File: src/rtl/tx_arbiter_pkg.sv
// rtl/tx_arbiter_pkg.sv - shared constants, FSM state codes and index-width helper for tx_arbiter
package tx_arbiter_pkg;

    localparam int N_REQ_DEF   = 4;
    localparam int DATA_W_DEF  = 7;
    localparam int TIMEOUT_DEF = 64;

    localparam logic [1:0] ST_IDLE      = 2'd0;
    localparam logic [1:0] ST_ISSUE     = 2'd1;
    localparam logic [1:0] ST_WAIT_ACK  = 2'd2;
    localparam logic [1:0] ST_WAIT_DONE = 2'd3;

    // Width of a requester index; never narrower than one bit
    function automatic int idx_width(input int n);
        return (n > 1) ? $clog2(n) : 1;
    endfunction

endpackage

File: src/rtl/tx_arbiter_rr_pick.sv
// rtl/tx_arbiter_rr_pick.sv - combinational round-robin picker starting at ptr
module rr_pick
    import tx_arbiter_pkg::*;
#(
    parameter int N_REQ = N_REQ_DEF,
    parameter int IDX_W = idx_width(N_REQ)
) (
    input  logic [N_REQ-1:0] req,
    input  logic [IDX_W-1:0] ptr,
    output logic             valid,
    output logic [IDX_W-1:0] idx
);

    logic [IDX_W-1:0] pos;

    // Walk from farthest to nearest so the first set bit at or after ptr wins
    always_comb begin
        valid = 1'b0;
        idx   = '0;
        pos   = '0;
        for (int k = N_REQ - 1; k >= 0; k--) begin
            pos = (int'(ptr) + k >= N_REQ) ? IDX_W'(int'(ptr) + k - N_REQ)
                                           : IDX_W'(int'(ptr) + k);
            if (req[pos]) begin
                valid = 1'b1;
                idx   = pos;
            end
        end
    end

endmodule

File: src/rtl/tx_arbiter.sv
// rtl/tx_arbiter.sv - round-robin transmit arbiter in front of a serial sender; watchdog under TX_ARBITER_TIMEOUT_EN
module tx_arbiter
    import tx_arbiter_pkg::*;
#(
    parameter int N_REQ   = N_REQ_DEF,
    parameter int DATA_W  = DATA_W_DEF,
    parameter int TIMEOUT = TIMEOUT_DEF
) (
    input  logic                    clk,
    input  logic                    rstN,
    input  logic [N_REQ-1:0]        req,
    input  logic [N_REQ*DATA_W-1:0] reqData,
    output logic [N_REQ-1:0]        done,
    output logic                    busy,
    output logic                    txStart,
    output logic [DATA_W-1:0]       txData,
    input  logic                    txSent,
    output logic                    err
);

    localparam int IDX_W = idx_width(N_REQ);

    logic [1:0]        state;
    logic [IDX_W-1:0]  ptr;
    logic [IDX_W-1:0]  winner;
    logic [IDX_W-1:0]  next_ptr;
    logic [IDX_W-1:0]  pick_idx;
    logic              pick_valid;
    logic [DATA_W-1:0] pick_data;
    logic              timeout_hit;
    logic              watchdog_fire;

    rr_pick #(
        .N_REQ (N_REQ),
        .IDX_W (IDX_W)
    ) u_rr_pick (
        .req   (req),
        .ptr   (ptr),
        .valid (pick_valid),
        .idx   (pick_idx)
    );

    assign next_ptr = (winner == IDX_W'(N_REQ - 1)) ? '0 : winner + IDX_W'(1);

    // Select the candidate winner's character from the packed request bus
    always_comb begin
        pick_data = '0;
        for (int i = 0; i < N_REQ; i++) begin
            if (pick_idx == IDX_W'(i)) begin
                pick_data = reqData[i*DATA_W +: DATA_W];
            end
        end
    end

`ifdef TX_ARBITER_TIMEOUT_EN
    localparam int CNT_W = $clog2(TIMEOUT + 2);

    logic [CNT_W-1:0] wait_cnt;
    logic             in_wait;

    assign in_wait = (state == ST_WAIT_ACK) || (state == ST_WAIT_DONE);

    // Count cycles spent waiting on the sender; restarts with every new grant
    always_ff @(posedge clk or negedge rstN) begin
        if (!rstN) begin
            wait_cnt <= '0;
        end else if (state == ST_IDLE && pick_valid) begin
            wait_cnt <= '0;
        end else if (in_wait) begin
            wait_cnt <= wait_cnt + CNT_W'(1);
        end
    end

    // Fires in the cycle whose increment would bring the count to TIMEOUT
    assign timeout_hit = in_wait && (wait_cnt == CNT_W'(TIMEOUT - 1));
`else
    assign timeout_hit = 1'b0;
`endif

    // A zero TIMEOUT leaves the watchdog inert even when it is built in
    assign watchdog_fire = timeout_hit && (TIMEOUT != 0);

    // Grant, strobe, handshake with the sender and retire the frame
    always_ff @(posedge clk or negedge rstN) begin
        if (!rstN) begin
            state  <= ST_IDLE;
            ptr    <= '0;
            winner <= '0;
            txData <= '0;
            done   <= '0;
        end else begin
            done <= '0;
            case (state)
                ST_IDLE: begin
                    if (pick_valid) begin
                        winner <= pick_idx;
                        txData <= pick_data;
                        state  <= ST_ISSUE;
                    end
                end
                ST_ISSUE: begin
                    state <= ST_WAIT_ACK;
                end
                ST_WAIT_ACK: begin
                    if (watchdog_fire) begin
                        ptr   <= next_ptr;
                        state <= ST_IDLE;
                    end else if (!txSent) begin
                        state <= ST_WAIT_DONE;
                    end
                end
                ST_WAIT_DONE: begin
                    if (watchdog_fire) begin
                        ptr   <= next_ptr;
                        state <= ST_IDLE;
                    end else if (txSent) begin
                        done  <= N_REQ'(1) << winner;
                        ptr   <= next_ptr;
                        state <= ST_IDLE;
                    end
                end
                default: begin
                    state <= ST_IDLE;
                end
            endcase
        end
    end

    assign busy    = (state != ST_IDLE);
    assign txStart = (state == ST_ISSUE);
    assign err     = watchdog_fire;

endmodule

File: config.mk
export PLATFORM = sky130hd
export DESIGN_NAME = tx_arbiter
export DESIGN_NICKNAME = d
export VERILOG_FILES = /design/src/rtl/tx_arbiter_pkg.sv /design/src/rtl/tx_arbiter_rr_pick.sv /design/src/rtl/tx_arbiter.sv
export SDC_FILE = /design/constraint.sdc
export NUM_CORES = 1
export LEC_CHECK = 0
export ABC_AREA = 0
export BUFFER_PORTS_ARGS = -buffer_cell sky130_fd_sc_hd__buf_2
export CORE_MARGIN = 8
export CORE_UTILIZATION = 40
export CTS_CLUSTER_DIAMETER = 40
export DETAILED_ROUTE_END_ITERATION = 10
export GPL_ROUTABILITY_DRIVEN = 0
export PLACE_DENSITY = 0.81
export SLEW_MARGIN = 20
export SYNTH_ARGS = -nofsm -noshare
export SYNTH_HDL_FRONTEND = slang
export SYNTH_HIERARCHICAL = 1
export SYNTH_SLANG_ARGS = --single-unit
File: constraint.sdc
create_clock -name clk -period 1.7 [get_ports clk]
set_clock_uncertainty 0.1 [all_clocks]
set_input_delay 0.255 -clock clk [delete_from_list [all_inputs] [get_ports clk]]
set_output_delay 0.255 -clock clk [all_outputs]
set_load 0.01 [all_outputs]
==> impl_metrics.toml, run 1 <==
[sta]
setup_slack_ps = -106
setup_viol = 7
finalHoldViolations = 0
period_minus_slack_ps = 1810
timing.hold.ws_ps = 114
finalMaxSlewViolations = 0
maxClockFrequency_mhz = 554
final.setup.tns_ps = -457
post-route-period-util = 1.06
rsz0062_at_grt = "true"

[global_route]
overflow = 0
grt_pass1_wl_um = 4420
grt_pass1_vias = 968
antenna_found_initial = 0
grtUsageTotal = 0.123
grt_start_max_net_pins = 18

[routing]
drt_iter0_drc = 46
wl_per_cell_um = 17.1
vias = 973
routed_wirelength_um = 3150
dr.pass1.iters = 4
drc = 0
ant_nets = 0
via_per_inst = 5.29

[power]
clock_power_share = 0.097
swShare = 0.414
ir_drop_uv = 783
comb_power_share = 0.584
leakagePower_nw = 0.772
pwr-share-seq = 0.319
power_per_cell_area_mw_per_mm2 = 1550
internal-power_w = 0.00132
p_sw_w = 0.000932

[synthesis]
ys_types = 24
synth_nets = 145
synth-edff-count = 0
postSynthRegisterBits = 17
synth-async-reset-ratio = 1.00
synthTopCellsByArea = "dfrtp_1 40%, mux2i_1 14%, ha_1 11%"
synth_area_mm2 = 0.00106
yosys.area.top_type_share = 0.400
synth_ff_type = "dfrtp_1"
synth_largest_area_cell = "dfrtp_1"
yosysWarnings = 6
synthCells = 101
avgSynthCellArea_um2 = 10.5
ys_seq_area_frac = 0.400

[die]
num_rows = 18
pin_count = 49
die_h_um = 67.6
core_mm2 = 0.00250
die_w_um = 67.6
start_util = 0.426
dieArea_mm2 = 0.00457

[setup_path]
setup.worst_path.class = "flip-flop to flip-flop"
cp.required_ps = 1760
cp_max_fo = 8
arrival_ps = 1870
cp-start-kind = "flip-flop"
critPathCaptureType = "flip-flop"

[final_layout]
final_area_mm2 = 0.00146
areaGrowthSynthToFinish_pct = 37.0
layout.cells.non_filler = 184
final_cell_mix = "47 x buf_2, 16 x dfrtp_1, 14 x nand2_1"
final_common_cell = "buf_2"
drive_gt1_frac = 0.468
n_fill_cell = 204
final_core_util = 0.584
diodes = 0
final_nets = 199

[clock_tree]
cts.path.max_buffers = 2
cts_root_buf = "clkbuf_4"
cts_buffers = 3
insertion_delay_ps = 290
cts.reportedPaths.clkPinSlew_ps = 110
cts_tree = "yes"
clock_sinks = 17
htreeDepth = 1

[place]
io_buffer_count = 47
placed_cell_area_mm2 = 0.00133
dp_hpwl_um = 2310
dp_cells = 176

[outcome]
status = "complete, but fails checks"
failed_checks = "setup timing"

[hold_path]
hp-class = "primary input to flip-flop"

[job]
drv_cap = 0
[registers in the layout, summed over array words and instances (netlist names)]
| register | count |
|---|---|
| winner | 2 |
| ptr | 2 |
| done | 4 |
| txData | 7 |
| state | 2 |
[power groups by stage]
stage	logic [W]	registers, W	clock network (W)
2_1_floorplan	0.000748	0.000731	0
3_3_place_gp	0.00107	0.000702	0
3_5_place_dp	0.00113	0.000719	0
4_1_cts	0.00114	0.000709	0.000222
5_1_grt	0.00145	0.000741	0.000242
6_report	0.00132	0.000718	0.000219
[worst max-delay path, stage by stage, from the launching register on]
cell and delay [ps]:
dfrtp_2 460, mux2i_2 180, a211oi_2 250, buf_4 180, buf_12 140, mux2i_1 230, o221ai_1 130
[metrics by stage]
stage / power (W) / setup WS (ps)
after floorplan: 0.00148 / 46.6
after global placement: 0.00177 / 57.9
after detailed placement: 0.00185 / -11.0
after CTS: 0.00208 / 1.84
after global routing: 0.00244 / -224
final: 0.00225 / -106
[layer usage]
metal,global-route usage,up-vias,part of all wire
met5,0,-,0
met4,0.0705,0,0.016
met3,0.0182,4,0.039
met2,0.207,23,0.57
met1,0.144,480,0.38
li1,-,466,-
[worst paths after layout]
path	start	end	slack, ps	cells past startpoint
setup / recovery	ptr[1]	txData[1]	-110	6
hold / removal	txSent	state[0]	110	2
setup reg to reg	ptr[1]	txData[1]	-110	6
hold reg to reg	txData[5]	txData[5]	410	2
max in group asynchronous	rstN	ptr[1]	890	2
min in group asynchronous	rstN	txData[4]	310	2
[cells by family after synthesis]
group / synth area share
adder cells (fa/ha/maj): 0.106
other: 0.00352
multiplexers: 0.173
AO/OA/AOI/OAI: 0.114
AND/OR/NAND/NOR: 0.155
buffers and inverters: 0.0494
flip-flops: 0.400
[cell type report]
class | instances | area (µm²) | share of cell area
multi-input cells | 75 | 636 | 0.436
well taps | 30 | 37.5 | 0.0257
repair buffers | 53 | 313 | 0.214
inverters | 5 | 18.8 | 0.0129
clock inverters | 1 | 5.00 | 0.00343
flip-flops and latches | 17 | 427 | 0.292
clock buffers | 3 | 22.5 | 0.0154
[timing repair]
action | in CTS | in global routing
setup endpoints to repair | 8 | 9
endpoints found under the hold margin | 17 | 0
hold buffers | 1 | 0
cloned | 0 | 1
gates resized for setup | 1 | 12
setup buffers | 0 | 2
pin swaps | 1 | 7
[cell usage after synthesis (2+ instances only)]
master    number
dfrtp_1       17
mux2i_1       15
nand2_1       14
ha_1           9
o221ai_1       6
inv_1          5
nor2_1         5
and3_1         4
nand2b_1       4
buf_4          3
mux2_2         3
a211oi_1       2
a21oi_1        2
nand3_1        2
Power figures use the tool's default switching activity.
==> run 2: changes to the inputs <==
- PLACE_DENSITY: 0.81 -> 0.72
- RECOVER_POWER: default -> 100
- SYNTH_HIERARCHICAL: 1 -> default
==> impl_metrics.toml, run 2 <==
[outcome]
status = "completed"

[synthesis]
synth-edff-count = 0
yosys.area.top_type_share = 0.386
synthTopCellsByArea = "dfrtp_1 39%, mux2i_1 14%, ha_1 10%"
avgSynthCellArea_um2 = 11.4
synth_largest_area_cell = "dfrtp_1"
ys_seq_area_frac = 0.386
synth-async-reset-ratio = 1.00
ys_types = 27
synth_area_mm2 = 0.00110
synth_ff_type = "dfrtp_1"
synthCells = 97
yosysMostFrequentCell = "dfrtp_1"
yosysWarnings = 0
postSynthRegisterBits = 17
synth_commonest_cells = "17 x dfrtp_1, 15 x mux2i_1, 12 x nand2_1"
synth_nets = 141

[power]
leakagePower_nw = 0.728
power_per_cell_area_mw_per_mm2 = 1530
ir_drop_uv = 1060

[clock_tree]
cts_tree = "yes"
cts_root_buf = "clkbuf_4"
cts_buffers = 3
cts.path.max_buffers = 2
cts.reportedPaths.clkPinSlew_ps = 90
clock_sinks = 17
post_cts_buffers = 0
htreeDepth = 1
insertion_delay_ps = 290

[routing]
routed_wirelength_um = 2560
ant_nets = 0
via_per_inst = 5.09
drt_iter0_drc = 26
vias = 926
dr.pass1.iters = 5
wl_per_cell_um = 14.1
drc = 0

[setup_path]
cp_cell_sequence = "inv_2 > ha_2 > nand2b_1 > or2_1 > buf_12 > o221ai_2"
cp-start-kind = "flip-flop"
slowest_stage = "dfrtp_1"
setup.worst_path.class = "flip-flop to flip-flop"
critical-path-max-stage-delay_ps = 420
arrival_ps = 1700
cp.required_ps = 1810
cp_max_fo = 7
critPathCaptureType = "flip-flop"

[sta]
worst_pin_slew_ps = 906
finalMaxSlewViolations = 0
post-route-period-util = 0.931
maxClockFrequency_mhz = 632
setup_viol = 0
period_minus_slack_ps = 1580
max_slew_margin = 0.396
rsz0062_at_grt = "false"
final.setup.tns_ps = 0
setup_slack_ps = 117
finalHoldViolations = 0

[global_route]
grt_pass1_wl_um = 4150
antenna_found_initial = 0
grt_start_max_net_pins = 18
grt_pass1_vias = 977
grtUsageTotal = 0.116
overflow = 0

[final_layout]
largest_reg_flops = 7
top_regs = "txData x7, done x4"
final_common_cell = "buf_2"
drive_gt1_frac = 0.411
final_cell_mix = "35 x buf_2, 16 x dfrtp_1, 15 x mux2i_1"
diodes = 0
top_register = "txData"
n_fill_cell = 252
areaGrowthSynthToFinish_pct = 31.0
final_nets = 196

[die]
num_rows = 19
pin_count = 49
die_w_um = 68.5
core_mm2 = 0.00269
die_h_um = 68.5
start_util = 0.410
dieArea_mm2 = 0.00469

[place]
io_buffer_count = 47
dp_hpwl_um = 2150
dpl_worst_slack_ps = 46.1

[hold_path]
hp-class = "primary input to flip-flop"

[job]
drv_cap = 0
-- run 2: changes by cell type after synthesis, moves of 2 or more --
cell | previous run | this run
nand3_1 | 2 | 0
nor2_1 | 5 | 1
o21ai_0 | 0 | 3
nand2b_1 | 4 | 2
o221ai_1 | 6 | 0
nand2_1 | 14 | 12
o221ai_2 | 1 | 7
a211oi_1 | 2 | 0
-- run 2: logic make-up (layout without fill, tap and decap cells) --
kind of cell | count (synthesis) | after routing | share of synthesized area
flops | 17 | 17 | 0.386
simple gates | 26 | 26 | 0.123
buf+inv | 11 | 65 | 0.0636
compound gates | 16 | 16 | 0.165
fa+ha+maj | 9 | 9 | 0.102
other cells | 1 | 1 | 0.00341
mux | 17 | 17 | 0.157
-- run 2: critical path, delay by kind of cell (launching register included) --
kind | cells | cell delay (ps)
AND/OR/NAND/NOR | 2 | 410
buffers and inverters | 2 | 250
flip-flops | 1 | 420
adder cells (fa/ha/maj) | 1 | 200
AO/OA/AOI/OAI | 1 | 120
-- run 2: power breakdown --
part	switching [W]	internal, W	leakage [nW]
Sequential	0.000127	0.000575	0.214
Combinational	0.000645	0.000649	0.499
Clock	0.000123	0.0000913	0.0150
-- run 2: metal layers --
layer	vias to the layer above	GRT usage	part of all wire
li1	455	-	-
met1	443	0.124	0.37
met2	21	0.206	0.55
met3	7	0.0245	0.045
met4	0	0.0691	0.026
met5	-	0	0
-- run 2: worst paths after layout --
path                       slack [ps]      start         to  depth (start not counted)
max in group asynchronous         390       rstN     ptr[1]                          2
min in group asynchronous         500       rstN   state[1]                          2
min reg2reg                       400  txData[1]  txData[1]                          2
max                               120   state[0]  txData[0]                          6
min                               170     txSent    done[0]                          2
max reg2reg                       120   state[0]  txData[0]                          6
-- run 2: final cells by class --
type	instances	area, µm²	share of cell area
Sequential cell	17	427	0.296
Timing Repair Buffer	55	320	0.222
Inverter	6	22.5	0.0156
Multi-Input combinational cell	69	608	0.422
Tap cell	31	38.8	0.0269
Clock buffer	4	26.3	0.0182
-- run 2: through the flow --
step                       util  hold slack, ps  cells  area, µm²  power (W)
after global placement    0.528            90.5    177       1420    0.00197
after CTS                 0.541             156    182       1450    0.00225
after detailed placement  0.528             102    177       1420    0.00202
after floorplan               -            -141     97       1100    0.00157
after global routing      0.537             159    182       1440    0.00239
final                     0.537             170    182       1440    0.00221
-- run 2: timing repair --
| item | in CTS | in global routing |
|---|---|---|
| hold buffers | 1 | 0 |
| gates resized for setup | 0 | 4 |
| endpoints found under the hold margin | 17 | 0 |
| setup endpoints to repair | 0 | 7 |
